<file path="src/rtl/control_fsm_pkg.sv">
// -----------------------------------------------------------------------------
// control_fsm_pkg
// Shared definitions for the multi-cycle controller and its 16-bit datapath:
// state encoding, opcode constants, ALU operation and PC source codes, and a
// helper that classifies an opcode into the instruction family that DECODE
// dispatches on.
// -----------------------------------------------------------------------------
package control_fsm_pkg;

  typedef enum logic [3:0] {
    S_FETCH    = 4'd0,
    S_DECODE   = 4'd1,
    S_EXEC_R   = 4'd2,
    S_EXEC_I   = 4'd3,
    S_R_WB     = 4'd4,
    S_MEM_ADDR = 4'd5,
    S_MEM_RD   = 4'd6,
    S_MEM_WB   = 4'd7,
    S_MEM_WR   = 4'd8,
    S_BRANCH   = 4'd9,
    S_JUMP     = 4'd10,
    S_HALT     = 4'd11
  } state_t;

  // Opcode values as found in instr[15:12].
  localparam logic [3:0] OP_ADD  = 4'h0;
  localparam logic [3:0] OP_SUB  = 4'h1;
  localparam logic [3:0] OP_AND  = 4'h2;
  localparam logic [3:0] OP_OR   = 4'h3;
  localparam logic [3:0] OP_ADDI = 4'h4;
  localparam logic [3:0] OP_LW   = 4'h5;
  localparam logic [3:0] OP_SW   = 4'h6;
  localparam logic [3:0] OP_BEQ  = 4'h7;
  localparam logic [3:0] OP_JUMP = 4'h8;
  localparam logic [3:0] OP_HALT = 4'hF;

  typedef enum logic [1:0] {
    ALU_ADD = 2'b00,
    ALU_SUB = 2'b01,
    ALU_AND = 2'b10,
    ALU_OR  = 2'b11
  } alu_op_t;

  typedef enum logic [1:0] {
    PC_PLUS1  = 2'b00,
    PC_BRANCH = 2'b01,
    PC_JUMP   = 2'b10
  } pc_src_t;

  typedef enum logic [2:0] {
    CLS_R,
    CLS_I,
    CLS_MEM,
    CLS_BRANCH,
    CLS_JUMP,
    CLS_HALT,
    CLS_ILLEGAL
  } op_class_t;

  function automatic op_class_t classify(input logic [3:0] op);
    op_class_t cls;
    cls = CLS_ILLEGAL;
    case (op)
      OP_ADD, OP_SUB, OP_AND, OP_OR: cls = CLS_R;
      OP_ADDI:                       cls = CLS_I;
      OP_LW, OP_SW:                  cls = CLS_MEM;
      OP_BEQ:                        cls = CLS_BRANCH;
      OP_JUMP:                       cls = CLS_JUMP;
      OP_HALT:                       cls = CLS_HALT;
      default:                       cls = CLS_ILLEGAL;
    endcase
    return cls;
  endfunction

endpackage

</file>
<file path="src/rtl/control_fsm_if.sv">
// -----------------------------------------------------------------------------
// control_fsm_if
// Bundle between the controller and the datapath.
//   opcode, zero, mem_ready : status from datapath / memory into the controller
//   pc_w .. rf_w            : register write strobes
//   mem_rd, mem_wr          : memory requests
//   alu_op, pc_src, halted  : datapath steering and halt indication
// Modports: master = controller side, slave = datapath side.
// -----------------------------------------------------------------------------
interface control_fsm_if #(
  parameter int OPCODE_W = 4
);
  import control_fsm_pkg::*;

  logic [OPCODE_W-1:0] opcode;
  logic                zero;
  logic                mem_ready;

  logic    pc_w;
  logic    ir_w;
  logic    a_w;
  logic    b_w;
  logic    aluout_w;
  logic    mdr_w;
  logic    rf_w;
  logic    mem_rd;
  logic    mem_wr;
  alu_op_t alu_op;
  pc_src_t pc_src;
  logic    halted;

  modport master (
    input  opcode, zero, mem_ready,
    output pc_w, ir_w, a_w, b_w, aluout_w, mdr_w, rf_w,
    output mem_rd, mem_wr, alu_op, pc_src, halted
  );

  modport slave (
    output opcode, zero, mem_ready,
    input  pc_w, ir_w, a_w, b_w, aluout_w, mdr_w, rf_w,
    input  mem_rd, mem_wr, alu_op, pc_src, halted
  );

endinterface

</file>
<file path="src/rtl/control_decode.sv">
// -----------------------------------------------------------------------------
// control_decode
// Purely combinational strobe decode of the current controller state.
//   state, op, zero, mem_ready : current state and qualifiers
//   active                     : low while reset is held; forces every output
//                                to 0 so nothing (including mem_rd) leaks out
//   pc_w .. halted             : strobes and steering codes
// -----------------------------------------------------------------------------
module control_decode
  import control_fsm_pkg::*;
(
  input  state_t     state,
  input  logic [3:0] op,
  input  logic       zero,
  input  logic       mem_ready,
  input  logic       active,
  output logic       pc_w,
  output logic       ir_w,
  output logic       a_w,
  output logic       b_w,
  output logic       aluout_w,
  output logic       mdr_w,
  output logic       rf_w,
  output logic       mem_rd,
  output logic       mem_wr,
  output alu_op_t    alu_op,
  output pc_src_t    pc_src,
  output logic       halted
);

  always_comb begin
    pc_w     = 1'b0;
    ir_w     = 1'b0;
    a_w      = 1'b0;
    b_w      = 1'b0;
    aluout_w = 1'b0;
    mdr_w    = 1'b0;
    rf_w     = 1'b0;
    mem_rd   = 1'b0;
    mem_wr   = 1'b0;
    alu_op   = ALU_ADD;
    pc_src   = PC_PLUS1;
    halted   = 1'b0;
    if (active) begin
      case (state)
        S_FETCH: begin
          mem_rd = 1'b1;
          // IR load and PC+1 happen only in the cycle the read completes.
          ir_w   = mem_ready;
          pc_w   = mem_ready;
        end
        S_DECODE: begin
          a_w      = 1'b1;
          b_w      = 1'b1;
          aluout_w = 1'b1;   // branch target precompute, ALU adds PC+offset
        end
        S_EXEC_R: begin
          alu_op   = alu_op_t'(op[1:0]);
          aluout_w = 1'b1;
        end
        S_EXEC_I, S_MEM_ADDR: aluout_w = 1'b1;
        S_R_WB, S_MEM_WB:     rf_w = 1'b1;
        S_MEM_RD: begin
          mem_rd = 1'b1;
          mdr_w  = mem_ready;
        end
        S_MEM_WR: mem_wr = 1'b1;
        S_BRANCH: begin
          alu_op = ALU_SUB;
          pc_w   = zero;
          pc_src = PC_BRANCH;
        end
        S_JUMP: begin
          pc_w   = 1'b1;
          pc_src = PC_JUMP;
        end
        S_HALT:  halted = 1'b1;
        default: ;
      endcase
    end
  end

endmodule

</file>
<file path="src/rtl/control_fsm.sv">
// -----------------------------------------------------------------------------
// control_fsm
// Multi-cycle instruction sequencer for the 16-bit datapath.
//   clk   : system clock, rising edge
//   rst_n : asynchronous active-low reset, returns the sequencer to FETCH
//   bus   : controller side of control_fsm_if (status in, strobes out)
//   state : current state, for observation by the datapath / debug
// -----------------------------------------------------------------------------
module control_fsm
  import control_fsm_pkg::*;
#(
  parameter int OPCODE_W = 4
) (
  input  logic               clk,
  input  logic               rst_n,
  control_fsm_if.master      bus,
  output state_t             state
);

  state_t     state_reg;
  state_t     state_next;
  logic [3:0] op;

  // Opcode map is defined on four bits; wider/narrower fields are adapted here.
  assign op    = 4'(bus.opcode);
  assign state = state_reg;

  always_ff @(posedge clk or negedge rst_n) begin
    if (!rst_n) state_reg <= S_FETCH;
    else        state_reg <= state_next;
  end

  always_comb begin
    state_next = state_reg;
    case (state_reg)
      S_FETCH:  if (bus.mem_ready) state_next = S_DECODE;
      S_DECODE: begin
        case (classify(op))
          CLS_R:      state_next = S_EXEC_R;
          CLS_I:      state_next = S_EXEC_I;
          CLS_MEM:    state_next = S_MEM_ADDR;
          CLS_BRANCH: state_next = S_BRANCH;
          CLS_JUMP:   state_next = S_JUMP;
          CLS_HALT:   state_next = S_HALT;
          default:    state_next = S_FETCH;   // illegal opcode behaves as NOP
        endcase
      end
      S_EXEC_R, S_EXEC_I: state_next = S_R_WB;
      S_R_WB:             state_next = S_FETCH;
      S_MEM_ADDR: begin
        if (op == OP_LW)      state_next = S_MEM_RD;
        else if (op == OP_SW) state_next = S_MEM_WR;
        else                  state_next = S_FETCH;
      end
      S_MEM_RD: if (bus.mem_ready) state_next = S_MEM_WB;
      S_MEM_WB: state_next = S_FETCH;
      S_MEM_WR: if (bus.mem_ready) state_next = S_FETCH;
      S_BRANCH, S_JUMP: state_next = S_FETCH;
      S_HALT:   state_next = S_HALT;
      default:  state_next = S_FETCH;   // unused encodings recover
    endcase
  end

  control_decode u_decode (
    .state     (state_reg),
    .op        (op),
    .zero      (bus.zero),
    .mem_ready (bus.mem_ready),
    .active    (rst_n),
    .pc_w      (bus.pc_w),
    .ir_w      (bus.ir_w),
    .a_w       (bus.a_w),
    .b_w       (bus.b_w),
    .aluout_w  (bus.aluout_w),
    .mdr_w     (bus.mdr_w),
    .rf_w      (bus.rf_w),
    .mem_rd    (bus.mem_rd),
    .mem_wr    (bus.mem_wr),
    .alu_op    (bus.alu_op),
    .pc_src    (bus.pc_src),
    .halted    (bus.halted)
  );

endmodule
</file>
<file path="src/flat_wrapper.sv">
// flat-port wrapper written by rule: the top's interface ports become plain ports
module control_fsm_flat import control_fsm_pkg::*;
#(
  parameter int OPCODE_W = 4
)
  (clk, rst_n, state, bus_opcode, bus_zero, bus_mem_ready, bus_pc_w, bus_ir_w, bus_a_w, bus_b_w, bus_aluout_w, bus_mdr_w, bus_rf_w, bus_mem_rd, bus_mem_wr, bus_alu_op, bus_pc_src, bus_halted);
  control_fsm_if #(.OPCODE_W(OPCODE_W)) bus_i ();
  input  logic clk;
  input  logic rst_n;
  output state_t state;
  input wire logic [$bits(bus_i.opcode)-1:0] bus_opcode;
  input wire logic [$bits(bus_i.zero)-1:0] bus_zero;
  input wire logic [$bits(bus_i.mem_ready)-1:0] bus_mem_ready;
  output wire logic [$bits(bus_i.pc_w)-1:0] bus_pc_w;
  output wire logic [$bits(bus_i.ir_w)-1:0] bus_ir_w;
  output wire logic [$bits(bus_i.a_w)-1:0] bus_a_w;
  output wire logic [$bits(bus_i.b_w)-1:0] bus_b_w;
  output wire logic [$bits(bus_i.aluout_w)-1:0] bus_aluout_w;
  output wire logic [$bits(bus_i.mdr_w)-1:0] bus_mdr_w;
  output wire logic [$bits(bus_i.rf_w)-1:0] bus_rf_w;
  output wire logic [$bits(bus_i.mem_rd)-1:0] bus_mem_rd;
  output wire logic [$bits(bus_i.mem_wr)-1:0] bus_mem_wr;
  output wire logic [$bits(bus_i.alu_op)-1:0] bus_alu_op;
  output wire logic [$bits(bus_i.pc_src)-1:0] bus_pc_src;
  output wire logic [$bits(bus_i.halted)-1:0] bus_halted;
  assign bus_i.opcode = bus_opcode;
  assign bus_i.zero = bus_zero;
  assign bus_i.mem_ready = bus_mem_ready;
  assign bus_pc_w = bus_i.pc_w;
  assign bus_ir_w = bus_i.ir_w;
  assign bus_a_w = bus_i.a_w;
  assign bus_b_w = bus_i.b_w;
  assign bus_aluout_w = bus_i.aluout_w;
  assign bus_mdr_w = bus_i.mdr_w;
  assign bus_rf_w = bus_i.rf_w;
  assign bus_mem_rd = bus_i.mem_rd;
  assign bus_mem_wr = bus_i.mem_wr;
  assign bus_alu_op = bus_i.alu_op;
  assign bus_pc_src = bus_i.pc_src;
  assign bus_halted = bus_i.halted;
  control_fsm #(.OPCODE_W(OPCODE_W)) u_core (.clk(clk), .rst_n(rst_n), .bus(bus_i), .state(state));
endmodule
</file>
<file path="config.mk">
export PLATFORM = sky130hd
export DESIGN_NAME = control_fsm_flat
export DESIGN_NICKNAME = d
export VERILOG_FILES = /design/src/rtl/control_fsm_pkg.sv /design/src/rtl/control_fsm_if.sv /design/src/rtl/control_decode.sv /design/src/rtl/control_fsm.sv /design/src/flat_wrapper.sv
export SDC_FILE = /design/constraint.sdc
export NUM_CORES = 1
export LEC_CHECK = 0
export ABC_AREA = 1
export BUFFER_PORTS_ARGS = -buffer_cell sky130_fd_sc_hd__buf_2
export CAP_MARGIN = 20
export CORE_AREA = 5 5 42 44
export CTS_BUF_LIST = sky130_fd_sc_hd__clkbuf_2
export DETAILED_ROUTE_END_ITERATION = 12
export DIE_AREA = 0 0 47 49
export PLACE_DENSITY = 0.77
export SYNTH_ARGS = -nofsm -noshare
export SYNTH_HDL_FRONTEND = slang
export SYNTH_SLANG_ARGS = --single-unit
export TNS_END_PERCENT = 100
</file>
<file path="constraint.sdc">
create_clock -name clk -period 2.7 [get_ports clk]
set_clock_uncertainty 0.15 [all_clocks]
set_input_delay 0.27 -clock clk [delete_from_list [all_inputs] [get_ports clk]]
set_output_delay 0.27 -clock clk [all_outputs]
set_load 0.05 [all_outputs]
</file>
== Word-level counts from Yosys, hierarchy flattened ==
Memories as Yosys holds them, arrays and structs flattened.
Cells that the tools add are included.

* Flip-flop bits (word level): 4
* Memory bits (read-only): 48
* Input port bits: 8
* Output and inout bits: 18
* Memories: 1

{| class="wikitable"
|+ Memories
! memory !! depth !! bits a word !! read ports !! clocked after memory_dff !! write ports !! RTL line !! source
|-
| (no name shown) || 16 || 3 || 1 || 0 || 0 || control_fsm_pkg.sv:63 || <nowiki>case (op)</nowiki>
|}

* Equality and inequality tests: 21
* Muxes and demuxes: 30
* Reductions and logical operators: 7

{| class="wikitable"
|+ Operators by type and width
! kind !! number
|-
| 4-bit one-hot mux with 7 select lines || 1
|-
| 4-bit by 3-bit == test with 1-bit output, second input constant || 6
|-
| 4-bit one-hot mux with 6 select lines || 1
|-
| 4-bit 2-to-1 mux || 5
|-
| 1-bit 2-to-1 mux || 17
|-
| 4-bit == test, second input constant || 4
|-
| 4-bit by 2-bit == test with 1-bit output, second input constant || 2
|-
| 2-bit one-hot mux with 2 select lines || 2
|-
| 3-bit by 2-bit == test with 1-bit output, second input constant || 2
|-
| 3-bit == test, second input constant || 2
|-
| 2-bit != test, second input constant || 3
|-
| 2-bit OR reduction || 3
|-
| 4-bit by 1-bit == test with 1-bit output, second input constant || 1
|-
| 4-bit logical NOT || 1
|-
| 2-bit 2-to-1 mux || 2
|-
| 4-bit OR reduction || 1
|-
| 3-bit by 1-bit == test with 1-bit output, second input constant || 1
|-
| 3-bit logical NOT || 1
|-
| 3-bit 2-to-1 mux || 1
|-
| 1-bit one-hot mux with 3 select lines || 1
|-
| 3-bit AND reduction || 1
|}

== Depth between registers and ports, before layout ==
Gate-level depths: netlist of run 1.

* Depth in word-level cells: 5
* Gate-level depth with buffers: 9

== By module ==
Synthesis of run 1 repeated with hierarchy kept, for this count alone.

* Cells, all modules: 100
* Area, all modules: 609.3 um^2

{| class="wikitable"
|+ By module, submodules not included
! module !! times used !! cells each !! area an instance (um^2) !! sequential area each (um^2)
|-
| control_fsm || 1 || 59 || 415.4 || 100.1
|-
| control_decode || 1 || 41 || 193.9 || 0.0
|}

== Worst setup path before layout of run 1 ==
Ideal clock, no wire load.

* Path kind: flip-flop to output port
* From: register u_core.state_reg[0] (netlist: u_core.state[0])
* To: output bus_b_w
* Arrival: 2,530 ps
* Required time: 2,280 ps
* Slack: -250 ps
* Cell stages (with the launch flop): 6
* Path through: dfrtp_1 -> inv_2 -> nor2_4 -> inv_4 -> nor3_1 -> buf_4

* Longest elaborated chain between the ends: 3

{| class="wikitable"
|+ Ends and longest elaborated chain
! item !! RTL line !! source
|-
| from (decl) || control_fsm.sv:20 || <nowiki>state_t state_reg;</nowiki>
|-
| from (signal assigned) || control_fsm.sv:30 || <nowiki>else state_reg <= state_next;</nowiki>
|-
| 4-bit by 1-bit == test with 1-bit output || -- ||
|-
| 1-bit 2-to-1 mux (2 in a row) || -- ||
|-
| to (decl) || flat_wrapper.sv:17 || <nowiki>output wire logic [$bits(bus_i.b_w)-1:0] bus_b_w;</nowiki>
|}

Every way passes these cells.

== Worst setup path in the final report of run 1 ==
* From: input rst_n
* To: output bus_rf_w

* Longest elaborated chain between the ends: 1

{| class="wikitable"
|+ Ends and longest elaborated chain
! item !! RTL line !! source
|-
| from (decl) || flat_wrapper.sv:9 || <nowiki>input logic rst_n;</nowiki>
|-
| 1-bit 2-to-1 mux || control_decode.sv:44 || <nowiki>if (active) begin</nowiki>
|-
| to (decl) || flat_wrapper.sv:20 || <nowiki>output wire logic [$bits(bus_i.rf_w)-1:0] bus_rf_w;</nowiki>
|}

Every way passes these cells.

==> results of run 1 <==
cell usage in the layout (no fill, tap or decap), drive strengths merged:
| cell | count |
|---|---|
| clkbuf | 3 |
| dlygate4sd3 | 1 |
| nand2 | 21 |
| a31oi | 2 |
| nand4 | 2 |
| nor4 | 1 |
| o211ai | 1 |
| buf | 25 |
| a21oi | 5 |
| nor3 | 3 |
| inv | 21 |
| dfrtp | 4 |
| o32ai | 1 |
| nand3 | 8 |
| nor2 | 19 |
| ha | 5 |
power by group through the flow:
stage               clock (mW)  combinational (mW)  sequential (mW)
floorplan                    0               0.443            0.207
global placement             0               0.639            0.126
detailed placement           0               0.644            0.126
CTS                     0.0557               0.647            0.125
global route            0.0616               0.690            0.132
finish                  0.0551               0.641            0.125
per-stage QoR:
step,setup WS [ns],instance area [um^2]
after CTS,0.510,764
after floorplan,0.120,606
after global routing,0.413,764
after detailed placement,0.925,739
after global placement,0.926,739
final,0.518,764
cell usage after synthesis, drive strengths merged:
cell type / count
a21oi: 5
a31oi: 2
buf: 1
clkbuf: 1
dfrtp: 4
ha: 5
inv: 21
nand2: 21
nand3: 8
nand4: 2
nor2: 19
nor3: 3
nor4: 1
o211ai: 1
o32ai: 1
layer usage:
layer	GRT usage, %	up-vias	part of all wire, %
li1	-	355	-
met1	16.6	292	41
met2	23.8	20	51
met3	1.85	3	6.9
met4	7.83	0	1.3
met5	0	-	0
what timing repair did:
item                      in CTS  in global routing
hold endpoints to repair       4                  0
resized for setup              0                  0
hold buffers                   1                  0
how the worst max path moves through the flow:
stage / from / endpoint / slack, ns / cells after the start
after floorplan: u_core.state[1]$_DFFE_PN0P_ / bus_alu_op[1] / 0.12 / 4
after global placement: u_core.state[2]$_DFFE_PN0P_ / bus_aluout_w / 0.93 / 6
after detailed placement: u_core.state[2]$_DFFE_PN0P_ / bus_aluout_w / 0.93 / 6
after CTS: rst_n / bus_rf_w / 0.51 / 5
after global routing: rst_n / bus_rf_w / 0.41 / 5
final: rst_n / bus_rf_w / 0.52 / 5
cell type report:
cell class | instances | area [um^2]
clock buffer | 3 | 15.0
timing repair buffer | 26 | 135
multi-input combinational | 68 | 413
sequential | 4 | 100
fill | 157 | 637
inverter | 21 | 81.3
tap | 16 | 20.0
cells by family (layout without fill, tap and decap cells):
kind of cell / Yosys count / after routing
compound gates: 9 / 9
fa+ha+maj: 5 / 5
buf+inv: 23 / 50
flops: 4 / 4
simple gates: 54 / 54
==> flow_metrics.tcl, run 1 <==
set metrics [dict create \
    layout_min_cycle_time_ns 2.18 \
    grt_max_degree 13 \
    synth_area_um2 594 \
    portBuffers 25 \
    synth-seq-area-share_pct 16.8 \
    clk_latency_ns 0.21 \
    synth_cell_types 22 \
    tns_ns 0 \
    synthAdderAreaFrac_pct 10.5 \
    power_frac_clock_pct 6.7 \
    whs_ns 0.193 \
    crit_chain "dlygate4sd3_1 > buf_2 > inv_1 > nor4_2 > buf_2" \
    status "finished, final reports clean" \
    cts_tree "yes" \
    synth_seq_cells 4 \
    synth.top_cells.by_area "dfrtp_1, nand2_1, ha_1" \
    crit_path_frequent_cell "buf_2" \
    yosysWarnings 0 \
    final-hold-violation-count 0 \
    whs_path_depth 2 \
    finalNonFillerCells 138 \
    drtIter0Drc 15 \
    grt_pass1_wl_um 2460 \
    switchingPower_mw 0.550 \
    dp.cells 134 \
    overflow 0 \
    max_stage_delay_ns 0.53 \
    critPathBufInv 4 \
    area_delta_synth_final_pct 28.6 \
    muxShareOfSynthArea_pct 0 \
    synth_xor_area_share_pct 0 \
    fmax_mhz 458 \
    finalWirelength_um 1490 \
    crit_family "buffers and inverters" \
    fin_crit_sh_pct 80.8 \
    die-area_um2 2300 \
    hp-class "primary input to register" \
    fp-row-count 14 \
    yosys.area_share.simple_pct 46.7 \
    tightest_slew_ns 0.393 \
    worstSetupPathType "primary input to output port" \
    power.share.combinational_pct 78.1 \
    start_util_pct 42.4 \
    fin_nets 137 \
    postRouteAntennaNets 0 \
    cp_max_fo 12 \
    cts.clk_slew.worst_paths_ns 0.04 \
    cts_htree_levels 1 \
    ir_drop_mv 0.358 \
    ff2ff_setup_slack_ns 1.29 \
    yosysTopAreaCellShare_pct 16.8 \
    p_leak_nw 0.447 \
    holdPathEnd "u_core.state[3]$_DFFE_PN0P_" \
    synth-compound-area-share_pct 10.3 \
    total_power_mw 0.821 \
    hold_start "bus_mem_ready" \
    r2r_end "u_core.state[2]$_DFFE_PN0P_" \
    wl_per_cell_um 10.8 \
    floorplan.die.height_um 49 \
    post_cts_buffers 0 \
    rr_startpoint "u_core.state[1]$_DFFE_PN0P_" \
    clk_path_buf_depth 2 \
    drive_above_1_share_pct 36.9 \
    yosysTopAreaCell "dfrtp_1" \
    dp_hpwl_um 1270 \
    cp_data_arrival_time_ns 1.76 \
    fp.dieW_um 47 \
    syn_nets 108 \
    vias_per_cell 4.86 \
    grt_pass1_vias 632 \
    post-route-util_pct 54.6 \
    synth_top_family_by_area "simple AND/OR/NAND/NOR gates" \
    end_kind "output port" \
    ios 26 \
    start_kind "primary input" \
    antenna_found_initial 0 \
    firstDrtPassIters 4 \
    globalRouteTotalUtil_pct 14.3 \
    rsz0062_at_grt "no" \
    switching_share_pct 67.0 \
    critical-path-slowest-cell "dlygate4sd3_1" \
    max_slew_margin_pct 73.8 \
    diodes 0 \
    drc 0 \
    cp.required_ns 2.28 \
    cts_root_buffer "clkbuf_2" \
    design.core.area_um2 1400 \
    finalMaxSlewViolations 0 \
    netlist_instances 95 \
    synth.avg_cell_area_um2 6.26 \
    place.gp.congestion 0.859 \
    ff2ff_path_depth 6 \
    clock_sinks 4 \
    largest_register_ffs 4 \
    cap_violations 0 \
    p_seq_share_pct 15.2 \
    setup_viol 0 \
    power-per-cell-area_nw_per_um2 1070 \
    via_count 670 \
    internal_power_mw 0.271 \
    numCtsBuffers 3 \
]
Power figures use the tool's default switching activity.
==> run 2: changes to the inputs <==
- ABC_AREA: 1 -> 0
- CORE_AREA: 5 5 42 44 -> not set
- CORE_MARGIN: not set -> 5
- CORE_UTILIZATION: not set -> 43
- DIE_AREA: 0 0 47 49 -> not set
- PLACE_DENSITY: 0.77 -> 0.78
- clock period: 2.7 -> 1.85 ns (I/O delays scaled with it)
==> run 2 against run 1 <==
Net effect: the flow now finishes with violations (setup timing); sequential share of layout area shrank 4.4 points; total power grew 100%; via count grew 25%; routed wire length grew 90%; global-route usage grew 8.5 points; combinational power grew 120%; hold slack gained 0.044 ns; largest cell class unchanged; largest power group unchanged.
==> flow_metrics.tcl, run 2 <==
set metrics [dict create \
    status "finished, violations left" \
    violations "setup timing" \
    cp_data_arrival_time_ns 1.54 \
    total_power_mw 1.68 \
    yosysWarnings 0 \
    synth_ff_type "dfrtp_1" \
    layout_min_cycle_time_ns 1.87 \
    rsz0062_at_grt "yes" \
    switching_share_pct 54.3 \
    whs_ns 0.238 \
    cp_max_fo 6 \
    tns_ns -0.0722 \
    critPathBufInv 1 \
    hold_start "bus_opcode[3]" \
    place.gp.congestion 0.908 \
    overflow 0 \
    synth_cell_types 38 \
    fp.dieW_um 46.5 \
    cts_root_buffer "clkbuf_2" \
    ff2ff_setup_slack_ns 0.12 \
    switchingPower_mw 0.913 \
    grt_max_degree 10 \
    largest_register_ffs 4 \
    post-route-util_pct 92.6 \
    final-hold-violation-count 0 \
    max_stage_delay_ns 0.57 \
    start_kind "register" \
    clk_path_buf_depth 2 \
    worstSetupPathType "register to output port" \
    drive_above_1_share_pct 66.1 \
    crit_chain "or4b_4 > nor2_4 > buf_6" \
    firstDrtPassIters 4 \
    syn_nets 87 \
    via_count 840 \
    dp_hpwl_um 1460 \
    whs_path_depth 3 \
    synth_common_cells "nor2b_1, nor2_1, ha_1, inv_1" \
    hp-class "primary input to register" \
    clock_sinks 4 \
    final_area_um2 1190 \
    nFillCells 51 \
    synth-seq-area-share_pct 17.4 \
    ir_drop_mv 0.909 \
    drc 0 \
    numCtsBuffers 3 \
    floorplan.die.height_um 46.5 \
    globalRouteTotalUtil_pct 22.8 \
    ios 26 \
    setup_viol 4 \
    fp-row-count 13 \
    max_slew_margin_pct 71.5 \
    placed_area_um2 933 \
    yosysTopAreaCellShare_pct 17.4 \
    cap_violations 0 \
    power-per-cell-area_nw_per_um2 1410 \
    postRouteAntennaNets 0 \
    final_cell_mix "buf_4, buf_2, buf_6" \
    end_kind "output port" \
    antenna_found_initial 0 \
    netlist_instances 74 \
    grt_pass1_wl_um 3440 \
    synth_edf_count 0 \
    r2r_end "u_core.state[1]$_DFFE_PN0P_" \
    ys_async_sr_fraction_pct 100 \
    finalNonFillerCells 136 \
    portBuffers 25 \
    setup_ws_ns -0.0240 \
    synth.avg_cell_area_um2 7.76 \
    holdPathEnd "u_core.state[1]$_DFFE_PN0P_" \
    cp.required_ns 1.51 \
    pre_cts_slack_ns 0.0681 \
    die-area_um2 2170 \
    synthMostInstantiatedCell "nor2b_1" \
    internal_power_mw 0.767 \
    synth_area_um2 574 \
    power_frac_clock_pct 6.2 \
    fin_nets 135 \
    clk_latency_ns 0.23 \
    cts_tree "yes" \
    tightest_slew_ns 0.422 \
    design.core.area_um2 1280 \
    dp.cells 120 \
    yosysTopAreaCell "dfrtp_1" \
    area_delta_synth_final_pct 107 \
    critical-path-slowest-cell "or4b_4" \
    diodes 0 \
    crit_family "simple AND/OR/NAND/NOR gates" \
    p_seq_share_pct 9.9 \
    power.share.combinational_pct 83.9 \
    fmax_mhz 534 \
    synth_seq_cells 4 \
    wl_per_cell_um 20.8 \
    synth.top_cells.by_area "dfrtp_1, ha_1, nor2b_1" \
    start_util_pct 44.7 \
    cts.clk_slew.worst_paths_ns 0.08 \
    rr_startpoint "u_core.state[1]$_DFFE_PN0P_" \
    finalMaxSlewViolations 0 \
    cts_htree_levels 1 \
    finalWirelength_um 2820 \
    fin_crit_sh_pct 101 \
    grt_pass1_vias 768 \
    p_leak_nw 0.534 \
    drtIter0Drc 36 \
    ff2ff_path_depth 4 \
    vias_per_cell 6.18 \
    layout_commonest_cell "buf_4" \
]
==> run 2: timing repair <==
item	in CTS	in global routing
pin swaps	5	4
buffers inserted	5	6
hold endpoints to repair	4	0
hold buffers	1	0
gates resized for setup	20	19
setup endpoints to repair	10	14
==> run 2: area by class of cell <==
cell class                      count  area [um^2]  area share, %
Multi-Input combinational cell     59          623           52.4
Timing Repair Buffer               49          405           34.1
Sequential cell                     4          104           8.73
Clock buffer                        4         20.0           1.68
Inverter                            5         18.8           1.58
Tap cell                           15         18.8           1.58
==> run 2: worst max-delay path by stage <==
| stage | start | to | depth (start not counted) | slack (ns) |
|---|---|---|---|---|
| 6_report | u_core.state[1]$_DFFE_PN0P_ | bus_a_w | 3 | -0.02 |
| 5_1_grt | u_core.state[1]$_DFFE_PN0P_ | bus_ir_w | 4 | -0.10 |
| 4_1_cts | u_core.state[3]$_DFFE_PN0P_ | bus_pc_w | 4 | -0.04 |
| 3_5_place_dp | u_core.state[0]$_DFFE_PN0P_ | bus_pc_w | 4 | 0.07 |
| 3_3_place_gp | u_core.state[0]$_DFFE_PN0P_ | bus_pc_w | 4 | 0.08 |
| 2_1_floorplan | u_core.state[1]$_DFFE_PN0P_ | bus_b_w | 4 | -0.23 |
==> run 2: tightest hold or removal path: cells and delay by family <==
family | cells | cell delay [ns]
AO/OA/AOI/OAI | 2 | 0.25
buffers and inverters | 1 | 0.13
==> run 2: metal layers <==
layer	GRT usage [%]	part of all wire (%)	up-vias	routed length (um)
li1	-	-	365	-
met1	24.4	36	385	1020
met2	40.7	51	72	1450
met3	3.91	7.1	18	200
met4	13.6	5.6	0	159
met5	0	0	-	0
==> run 2: logic make-up (layout without fill, tap and decap cells) <==
family	Yosys count	in the layout	share of synthesized area [%]
simple gates	37	37	39.0
compound gates	15	15	20.0
buf+inv	11	58	9.37
fa+ha+maj	5	5	10.9
flops	4	4	17.4
xor+xnor	1	1	1.53
mux	1	1	1.74
==> run 2: power by group through the flow <==
stage	clock network, mW	logic [mW]	registers, mW
after global routing	0.112	1.47	0.171
after detailed placement	0	1.04	0.167
after global placement	0	1.02	0.164
after floorplan	0	0.702	0.262
final	0.104	1.41	0.167
after CTS	0.105	1.17	0.158
==> run 3: changes to the inputs <==
- ABC_AREA: 0 -> 1
- CAP_MARGIN: 20 -> not set
- clock period: 1.85 -> 1.6 ns (I/O delays scaled with it)
==> run 3 against run 2 <==
Net effect: the flow still finishes with violations (setup timing); total power rose by 18%; clock-buffer cell count fell by 1; die area rose by 2.7%; register-to-register slack got worse by 0.07 ns; combinational power rose by 16%.
==> flow_metrics.tcl, run 3 (synthesis results as in run 1) <==
set metrics [dict create \
    setup_ws_ns -0.179 \
    ios 26 \
    holdPathEnd "u_core.state[3]$_DFFE_PN0P_" \
    start_kind "register" \
    place.gp.congestion 0.812 \
    max_slew_margin_pct 74.8 \
    cts.clk_slew.worst_paths_ns 0.04 \
    firstDrtPassIters 4 \
    ff2ff_path_depth 7 \
    layout_min_cycle_time_ns 1.78 \
    cts_root_buffer "clkbuf_2" \
    grt_max_degree 8 \
    fp-row-count 13 \
    drive_above_1_share_pct 60.9 \
    power_frac_clock_pct 4.5 \
    switchingPower_mw 1.19 \
    placed_area_um2 873 \
    final_cell_mix "nand2_1, buf_6, buf_4" \
    violations "setup timing" \
    status "finished, violations left" \
    layout_commonest_cell "nand2_1" \
    setup_viol 12 \
    die-area_um2 2230 \
    grt_pass1_wl_um 3120 \
    p_seq_share_pct 12.5 \
    switching_share_pct 60.1 \
    largest_register_ffs 4 \
    internal_power_mw 0.791 \
    rsz0062_at_grt "yes" \
    fmax_mhz 562 \
    finalWirelength_um 2280 \
    power-per-cell-area_nw_per_um2 1790 \
    total_power_mw 1.98 \
    wl_per_cell_um 14.9 \
    finalMaxSlewViolations 0 \
    fp.dieW_um 47.2 \
    clk_path_buf_depth 2 \
    power.share.combinational_pct 83.0 \
    area_delta_synth_final_pct 86.3 \
    postRouteAntennaNets 0 \
    rr_startpoint "u_core.state[0]$_DFFE_PN0P_" \
    overflow 0 \
    via_count 786 \
    finalNonFillerCells 153 \
    worstSetupPathType "register to output port" \
    clock_sinks 4 \
    cp_data_arrival_time_ns 1.47 \
    r2r_end "u_core.state[2]$_DFFE_PN0P_" \
    diodes 0 \
    cp.required_ns 1.29 \
    hold_start "bus_mem_ready" \
    drtIter0Drc 19 \
    cts_htree_levels 1 \
    dp.cells 140 \
    fin_crit_sh_pct 111 \
    p_leak_nw 0.548 \
    floorplan.die.height_um 47.2 \
    tns_ns -0.987 \
    portBuffers 25 \
    nFillCells 80 \
    design.core.area_um2 1300 \
    numCtsBuffers 3 \
    tightest_slew_ns 0.377 \
    clk_latency_ns 0.20 \
    dp_hpwl_um 1380 \
    vias_per_cell 5.14 \
    whs_path_depth 2 \
    final-hold-violation-count 0 \
    cp_max_fo 4 \
    ir_drop_mv 0.808 \
    grt_pass1_vias 757 \
    start_util_pct 45.7 \
    cap_violations 0 \
    cts_tree "yes" \
    pre_cts_slack_ns -0.0126 \
    final_area_um2 1110 \
    drc 0 \
    antenna_found_initial 0 \
    end_kind "output port" \
    hp-class "primary input to register" \
    ff2ff_setup_slack_ns 0.05 \
    globalRouteTotalUtil_pct 19.9 \
    fin_nets 153 \
]
run 3: cell types whose count changed in the layout (fill, tap and decap cells not counted), sizes merged, moves of 7 or more:
cell,before,now
nand2,4,21
inv,5,20
nor2,6,19
buf,48,41
nand3,1,8
nor2b,7,0
run 3: cell type report:
class | instances | area [um^2] | share of cell area [%]
timing repair buffer | 42 | 358 | 32.3
clock buffer | 3 | 15.0 | 1.36
sequential | 4 | 105 | 9.49
tap | 15 | 18.8 | 1.69
multi-input combinational | 68 | 527 | 47.6
inverter | 21 | 83.8 | 7.57
run 3: power groups by stage:
stage / Clock [mW] / Sequential [mW] / Combinational [mW]
after floorplan: 0 / 0.359 / 0.854
after global placement: 0 / 0.220 / 1.25
after detailed placement: 0 / 0.226 / 1.26
after CTS: 0.0912 / 0.237 / 1.49
after global routing: 0.101 / 0.256 / 1.74
final: 0.0889 / 0.248 / 1.64
run 3: worst max-delay path by stage:
stage | start | to | slack [ns] | depth (start not counted)
4_1_cts | u_core.state[1]$_DFFE_PN0P_ | bus_alu_op[0] | -0.08 | 5
3_3_place_gp | u_core.state[1]$_DFFE_PN0P_ | bus_pc_w | 0.03 | 4
2_1_floorplan | u_core.state[0]$_DFFE_PN0P_ | bus_b_w | -0.28 | 5
6_report | u_core.state[2]$_DFFE_PN0P_ | bus_aluout_w | -0.18 | 6
5_1_grt | u_core.state[2]$_DFFE_PN0P_ | bus_aluout_w | -0.25 | 6
3_5_place_dp | u_core.state[2]$_DFFE_PN0P_ | bus_alu_op[0] | -0.01 | 4
run 3: metrics by stage:
stage          hold WS, ns  utilization, %
2_1_floorplan       -0.286               -
3_3_place_gp       -0.0918            67.1
3_5_place_dp       -0.0841            67.1
4_1_cts             0.0785            79.8
5_1_grt              0.102            85.1
6_report             0.104            85.1
run 3: layer usage:
| layer | routed length, um | GRT usage, % | vias up | part of all wire (%) |
|---|---|---|---|---|
| met5 | 0 | 0 | - | 0 |
| met4 | 71 | 9.39 | 0 | 3.1 |
| met3 | 153 | 2.30 | 8 | 6.7 |
| met2 | 1310 | 39.6 | 42 | 57 |
| met1 | 745 | 20.0 | 353 | 33 |
| li1 | - | - | 383 | - |
run 3: repair_timing:
item / in CTS / in global routing
resized for setup: 34 / 13
buffers inserted: 5 / 4
endpoints found under the hold margin: 4 / 0
endpoints found under the setup margin: 14 / 16
hold buffers: 1 / 0
pin swaps: 2 / 9
run 3: worst max-delay path: stages, from the launching register on:
cell and delay [ns]:
dfrtp_2 0.46, nor2_4 0.19, inv_2 0.10, nor2_1 0.12
inv_1 0.09, a21oi_2 0.14, buf_6 0.17
